[src/rtl/bloom_pkg.sv]
// bloom_pkg: constants and the window type shared by the window builder and
// the bloom search engine, so that both sides agree on one window layout.
//   BYTE_W       - width of one stream byte
//   MAX_STR_SIZE - window depth in bytes
//   MIN_STR_SIZE - shortest string searched
//   window_t     - window byte array, element [0] is the oldest byte
package bloom_pkg;

  localparam int BYTE_W         = 8;
  localparam int MAX_STR_SIZE   = 20;
  localparam int MIN_STR_SIZE   = 3;
  localparam int MAX_STR_SIZE_W = $clog2(MAX_STR_SIZE) + 1;

  typedef logic [MAX_STR_SIZE-1:0][BYTE_W-1:0] window_t;

endpackage

[src/rtl/bloom_window_builder.sv]
// bloom_window_builder: turns a packetised byte stream into the sliding
// windows consumed by the bloom search engine. Every byte position of a packet
// yields one window of up to MAX_STR_SIZE bytes; near the packet tail the
// valid-byte count shrinks down to MIN_STR_SIZE, after which the buffer is
// flushed and the next packet may start.
//
// Ports
//   clk_i                 clock
//   srst_i                synchronous active-high reset
//   data_i                stream byte
//   valid_i               stream byte valid
//   startofpacket_i       first byte of a packet
//   endofpacket_i         last byte of a packet
//   ready_o               stream byte accepted when valid_i && ready_o
//   window_data_o         window, [0] is the oldest byte, unused positions 0
//   window_valid_bytes_o  valid bytes in window, 0 means no window offered
//   window_ready_i        window accepted when window_valid_bytes_o != 0
//                         && window_ready_i
//   protocol_err_o        one-cycle pulse: startofpacket_i inside a packet
//
// Handshakes: both ports use valid/ready. A transfer happens on the rising
// edge where the offer (valid_i, or window_valid_bytes_o != 0) and the
// matching ready are both high. An offered window is held unchanged until it
// is taken. ready_o depends combinationally on window_ready_i so that a byte
// can enter in the same cycle a full window leaves.
module bloom_window_builder #(
  parameter int BYTE_W         = bloom_pkg::BYTE_W,
  parameter int MAX_STR_SIZE   = bloom_pkg::MAX_STR_SIZE,
  parameter int MIN_STR_SIZE   = bloom_pkg::MIN_STR_SIZE,
  parameter int MAX_STR_SIZE_W = $clog2(MAX_STR_SIZE) + 1
) (
  input  logic                                 clk_i,
  input  logic                                 srst_i,
  input  logic [BYTE_W-1:0]                    data_i,
  input  logic                                 valid_i,
  input  logic                                 startofpacket_i,
  input  logic                                 endofpacket_i,
  output logic                                 ready_o,
  output logic [MAX_STR_SIZE-1:0][BYTE_W-1:0]  window_data_o,
  output logic [MAX_STR_SIZE_W-1:0]            window_valid_bytes_o,
  input  logic                                 window_ready_i,
  output logic                                 protocol_err_o
);

  localparam logic [MAX_STR_SIZE_W-1:0] MAX_CNT = MAX_STR_SIZE_W'(MAX_STR_SIZE);
  localparam logic [MAX_STR_SIZE_W-1:0] MIN_CNT = MAX_STR_SIZE_W'(MIN_STR_SIZE);

  // Window buffer and its fill state.
  logic [MAX_STR_SIZE-1:0][BYTE_W-1:0] win_q, win_d;
  logic [MAX_STR_SIZE_W-1:0]           cnt_q, cnt_d;
  logic                                eop_seen_q, eop_seen_d;
  logic                                in_pkt_q, in_pkt_d;
  logic                                err_q, err_d;

  logic w_valid;
  logic w_acc;
  logic byte_acc;
  logic flush;

  // Handshake decode.
  always_comb begin
    w_valid  = (cnt_q == MAX_CNT) || (eop_seen_q && (cnt_q >= MIN_CNT));
    w_acc    = w_valid && window_ready_i;
    ready_o  = !srst_i && !eop_seen_q && ((cnt_q < MAX_CNT) || w_acc);
    byte_acc = valid_i && ready_o;
    // Packet is finished: either the last MIN_STR_SIZE window is being taken,
    // or the packet tail is too short to ever form a window.
    flush    = eop_seen_q && ((w_acc && (cnt_q == MIN_CNT)) || (cnt_q < MIN_CNT));
  end

  // Next-state logic.
  always_comb begin
    win_d      = win_q;
    cnt_d      = cnt_q;
    eop_seen_d = eop_seen_q;
    in_pkt_d   = in_pkt_q;
    err_d      = 1'b0;

    if (flush) begin
      win_d      = '0;
      cnt_d      = '0;
      eop_seen_d = 1'b0;
      in_pkt_d   = 1'b0;
    end else begin
      if (w_acc) begin
        win_d = {BYTE_W'(0), win_q[MAX_STR_SIZE-1:1]};
        cnt_d = cnt_q - 1'b1;
      end
      if (byte_acc) begin
        if (startofpacket_i) begin
          // A new packet always starts from an empty buffer; if one was
          // already open its bytes are dropped and the error is flagged.
          err_d      = in_pkt_q;
          win_d      = '0;
          win_d[0]   = data_i;
          cnt_d      = MAX_STR_SIZE_W'(1);
          in_pkt_d   = 1'b1;
          eop_seen_d = endofpacket_i;
        end else if (in_pkt_q) begin
          // cnt_d already accounts for a shift in this same cycle.
          win_d[cnt_d] = data_i;
          cnt_d        = cnt_d + 1'b1;
          eop_seen_d   = endofpacket_i;
        end
        // Bytes outside any packet are accepted and dropped.
      end
    end
  end

  always_ff @(posedge clk_i) begin
    if (srst_i) begin
      win_q      <= '0;
      cnt_q      <= '0;
      eop_seen_q <= 1'b0;
      in_pkt_q   <= 1'b0;
      err_q      <= 1'b0;
    end else begin
      win_q      <= win_d;
      cnt_q      <= cnt_d;
      eop_seen_q <= eop_seen_d;
      in_pkt_q   <= in_pkt_d;
      err_q      <= err_d;
    end
  end

  // Outputs depend only on registered state.
  always_comb begin
    window_data_o        = win_q;
    window_valid_bytes_o = w_valid ? cnt_q : '0;
    protocol_err_o       = err_q;
  end

endmodule

[config.mk]
export PLATFORM = sky130hd
export DESIGN_NAME = bloom_window_builder
export DESIGN_NICKNAME = d
export VERILOG_FILES = /design/src/rtl/bloom_pkg.sv /design/src/rtl/bloom_window_builder.sv
export SDC_FILE = /design/constraint.sdc
export NUM_CORES = 1
export LEC_CHECK = 0
export ABC_AREA = 1
export BUFFER_PORTS_ARGS = -buffer_cell sky130_fd_sc_hd__buf_2
export CAP_MARGIN = 40
export CORE_MARGIN = 1.5
export CORE_UTILIZATION = 45
export DETAILED_ROUTE_END_ITERATION = 7
export PLACE_DENSITY = 0.66
export REMOVE_ABC_BUFFERS = 1
export SETUP_SLACK_MARGIN = 0.4
export SLEW_MARGIN = 25
export SYNTH_ARGS = -nofsm -noshare
export SYNTH_HDL_FRONTEND = slang
export SYNTH_SLANG_ARGS = --single-unit
[constraint.sdc]
create_clock -name clk_i -period 2.8 [get_ports clk_i]
set_clock_uncertainty 0.2 [all_clocks]
set_input_delay 0.28 -clock clk_i [delete_from_list [all_inputs] [get_ports clk_i]]
set_output_delay 0.28 -clock clk_i [all_outputs]
set_load 0.02 [all_outputs]
==> flow_metrics.env <==
export IMPL_hold_viol_final=0
export IMPL_drc=3
export IMPL_layout_cells_non_filler=1996
export IMPL_core_area_mm2=0.0228
export IMPL_synth_main_ff_cell="dfxtp_1"
export IMPL_dieArea_mm2=0.0243
export IMPL_first_global_vias=10600
export IMPL_yosysSeqAreaShare_pct=32.1
export IMPL_rrSetupSlack_ns=0.20
export IMPL_cts_inserted_buffers=17
export IMPL_dp_slack_ns=0.0719
export IMPL_die_x_um=156
export IMPL_arrival_ns=2.76
export IMPL_ys_seq_elements=169
export IMPL_routed_wl_um=45400
export IMPL_final_nets=1687
export IMPL_grt_remaining_overflow=0
export IMPL_wl_per_cell_um=22.8
export IMPL_fp_dieH_um=156
export IMPL_violations="DRC"
export IMPL_avgSynthCellArea_um2=7.36
export IMPL_hold_ws_ns=0.0615
export IMPL_fin_crit_ns=2.60
export IMPL_drt_iter0_drc=1279
export IMPL_synth_edf_count=0
export IMPL_path_clk_slew_ns=0.07
export IMPL_r2r_end="window_data_o[123]"
export IMPL_synth_area_mm2=0.0105
export IMPL_avgViaCountPerCell=6.17
export IMPL_leakage_nw=7.22
export IMPL_cts_sinks=169
export IMPL_synth_commonest_cells="nand3_1, nand2_1, dfxtp_1"
export IMPL_ys_types=36
export IMPL_power_density_mw_per_mm2=369
export IMPL_grt_pass1_wl_um=59000
export IMPL_clock_path_buffers=2
export IMPL_reg2reg_from="cnt_q[0]"
export IMPL_antenna_found_initial=1
export IMPL_yosys_area_top_type="dfxtp_1"
export IMPL_fillers=1842
export IMPL_min_from="startofpacket_i"
export IMPL_dp_hpwl_um=22000
export IMPL_ant_nets=0
export IMPL_ys_warn_count=0
export IMPL_tns_ns=0
export IMPL_min_period_over_period_pct=92.7
export IMPL_cts_root_buf="clkbuf_16"
export IMPL_critPathKind="reg -> reg"
export IMPL_vdd_drop_max_mv=0.327
export IMPL_synth_area_leaders="dfxtp_1, nand3_1, mux2i_1"
export IMPL_power_mw=5.57
export IMPL_status="complete, but fails checks"
export IMPL_vias=12300
export IMPL_drive_above_1_share_pct=37.4
export IMPL_fin_ws_ns=0.205
export IMPL_setup_viol=0
export IMPL_seqCellArea_mm2=0.00339
export IMPL_critPathRequiredTime_ns=2.97
export IMPL_worst_slew_pin_slew_ns=0.624
export IMPL_synth_top_area_share_pct=32.1
export IMPL_relSlewSlack_pct=58.2
export IMPL_place_gp_congestion=0.815
export IMPL_worstHoldEndpoint="protocol_err_o"
export IMPL_dr_pass1_iters=8
export IMPL_async_reset_ff_share_pct=0
export IMPL_slew_violations=0
export IMPL_grt_setup_unrepaired="yes"
export IMPL_hold_depth=3
export IMPL_dp_cells=1843
export IMPL_rr_worst_depth=16
export IMPL_area_delta_synth_final_pct=43.5
export IMPL_placementRows=55
export IMPL_multi_input_area_mm2=0.00733
export IMPL_critPathMaxFanout=7
export IMPL_ios=182
export IMPL_drv_cap=0
export IMPL_port_buffer_count=181
export IMPL_start_util_pct=46.3
export IMPL_grt_max_degree=109
export IMPL_cts_htree_levels=4
export IMPL_yosysMostFrequentCell="nand3_1"
export IMPL_grt_util_all_layers_pct=31.0
export IMPL_cts_tree="done"
export IMPL_hold_class="in -> reg"
export IMPL_netlist_instances=1432
export IMPL_clock_latency_ns=0.44
export IMPL_fmax_ghz=0.385
export IMPL_critPathLaunchType="flop"
export IMPL_cp_end_kind="flop"
## stage by stage
stage / utilization (%) / area, um^2
floorplan: - / 9850
global placement: 51.0 / 11600
global route: 66.4 / 15100
detailed placement: 51.0 / 11600
CTS: 58.9 / 13400
finish: 66.4 / 15100
## per-layer routing
metal | wire length (um) | GRT usage [%] | up-vias
li1 | - | - | 5424
met1 | 17500 | 42.0 | 5848
met2 | 20600 | 49.5 | 852
met3 | 5100 | 4.28 | 197
met4 | 2240 | 12.4 | 0
met5 | 0 | 0 | -
## state kept, by name, indices dropped and copies added, names as in the netlist
register	cells
protocol_err_o	1
in_pkt_q	1
cnt_q	6
eop_seen_q	1
window_data_o	160
## layout by cell type, fill, tap and decap left out, types with 36 or more instances in the layout
| master | instances |
|---|---|
| or2_1 | 42 |
| buf_2 | 178 |
| a21oi_1 | 103 |
| nand3_1 | 232 |
| or2_2 | 51 |
| nand4_1 | 42 |
| a21oi_2 | 55 |
| or2_0 | 43 |
| buf_4 | 64 |
| nand2_1 | 194 |
| dfxtp_1 | 165 |
| nand3_2 | 36 |
| nand2_2 | 37 |
| mux2i_1 | 120 |
## logic make-up (layout without fill, tap and decap cells)
kind of cell	Yosys count	after routing	synth area share, %
XOR/XNOR	1	1	0.0831
buffers and inverters	163	410	8.14
flip-flops	169	169	32.1
adder cells (fa/ha/maj)	3	3	0.356
multiplexers	122	122	11.6
AND/OR/NAND/NOR	780	783	38.4
AO/OA/AOI/OAI	194	194	9.34
other	0	1	0
## cell type report
class | count | share of cell area (%)
Sequential cell | 169 | 22.4
Inverter | 44 | 1.23
Clock buffer | 19 | 2.93
Tap cell | 313 | 2.59
Antenna cell | 1 | 0.0165
Multi-Input combinational cell | 1103 | 48.5
Timing Repair Buffer | 335 | 21.2
Clock inverter | 12 | 1.09
## worst max-delay path, stage by stage (launching register included)
cell and delay (ns):
dfxtp_4 0.37, inv_4 0.07, ha_4 0.14, nand2_4 0.06, inv_4 0.06, nand3_4 0.09, nand2_8 0.14, nand2_8 0.10
nand2_4 0.11, nand3_4 0.06, inv_4 0.08, nand2_8 0.07, nor2_4 0.25, buf_12 0.21, clkbuf_16 0.19, nand3_1 0.10
a21oi_1 0.16
## how the worst max path moves through the flow
| stage | endpoint | slack, ns | startpoint | cells past startpoint |
|---|---|---|---|---|
| final | window_data_o[123] | 0.20 | cnt_q[0] | 16 |
| after global routing | window_data_o[123] | 0.16 | cnt_q[0] | 16 |
| after global placement | cnt_q[2] | 0.10 | cnt_q[0] | 15 |
| after floorplan | cnt_q[2] | -4.66 | cnt_q[0] | 13 |
| after CTS | window_data_o[103] | 0.35 | cnt_q[1] | 15 |
| after detailed placement | window_data_o[77] | 0.07 | cnt_q[1] | 17 |
## power by group
| part | switching [mW] | total, mW | internal, mW | leakage (nW) |
|---|---|---|---|---|
| Combinational | 0.395 | 0.600 | 0.205 | 5.58 |
| Clock | 1.11 | 2.55 | 1.44 | 0.281 |
| Sequential | 0.00960 | 2.42 | 2.41 | 1.36 |
## repair_timing
action,4_1_cts,5_1_grt
buffers inserted,46,22
hold buffers,9,0
cloned,15,29
endpoints found under the setup margin,168,174
pin swaps,23,85
hold endpoints to repair,16,0
gates resized for setup,73,218
(Power assumes the default switching activity.)
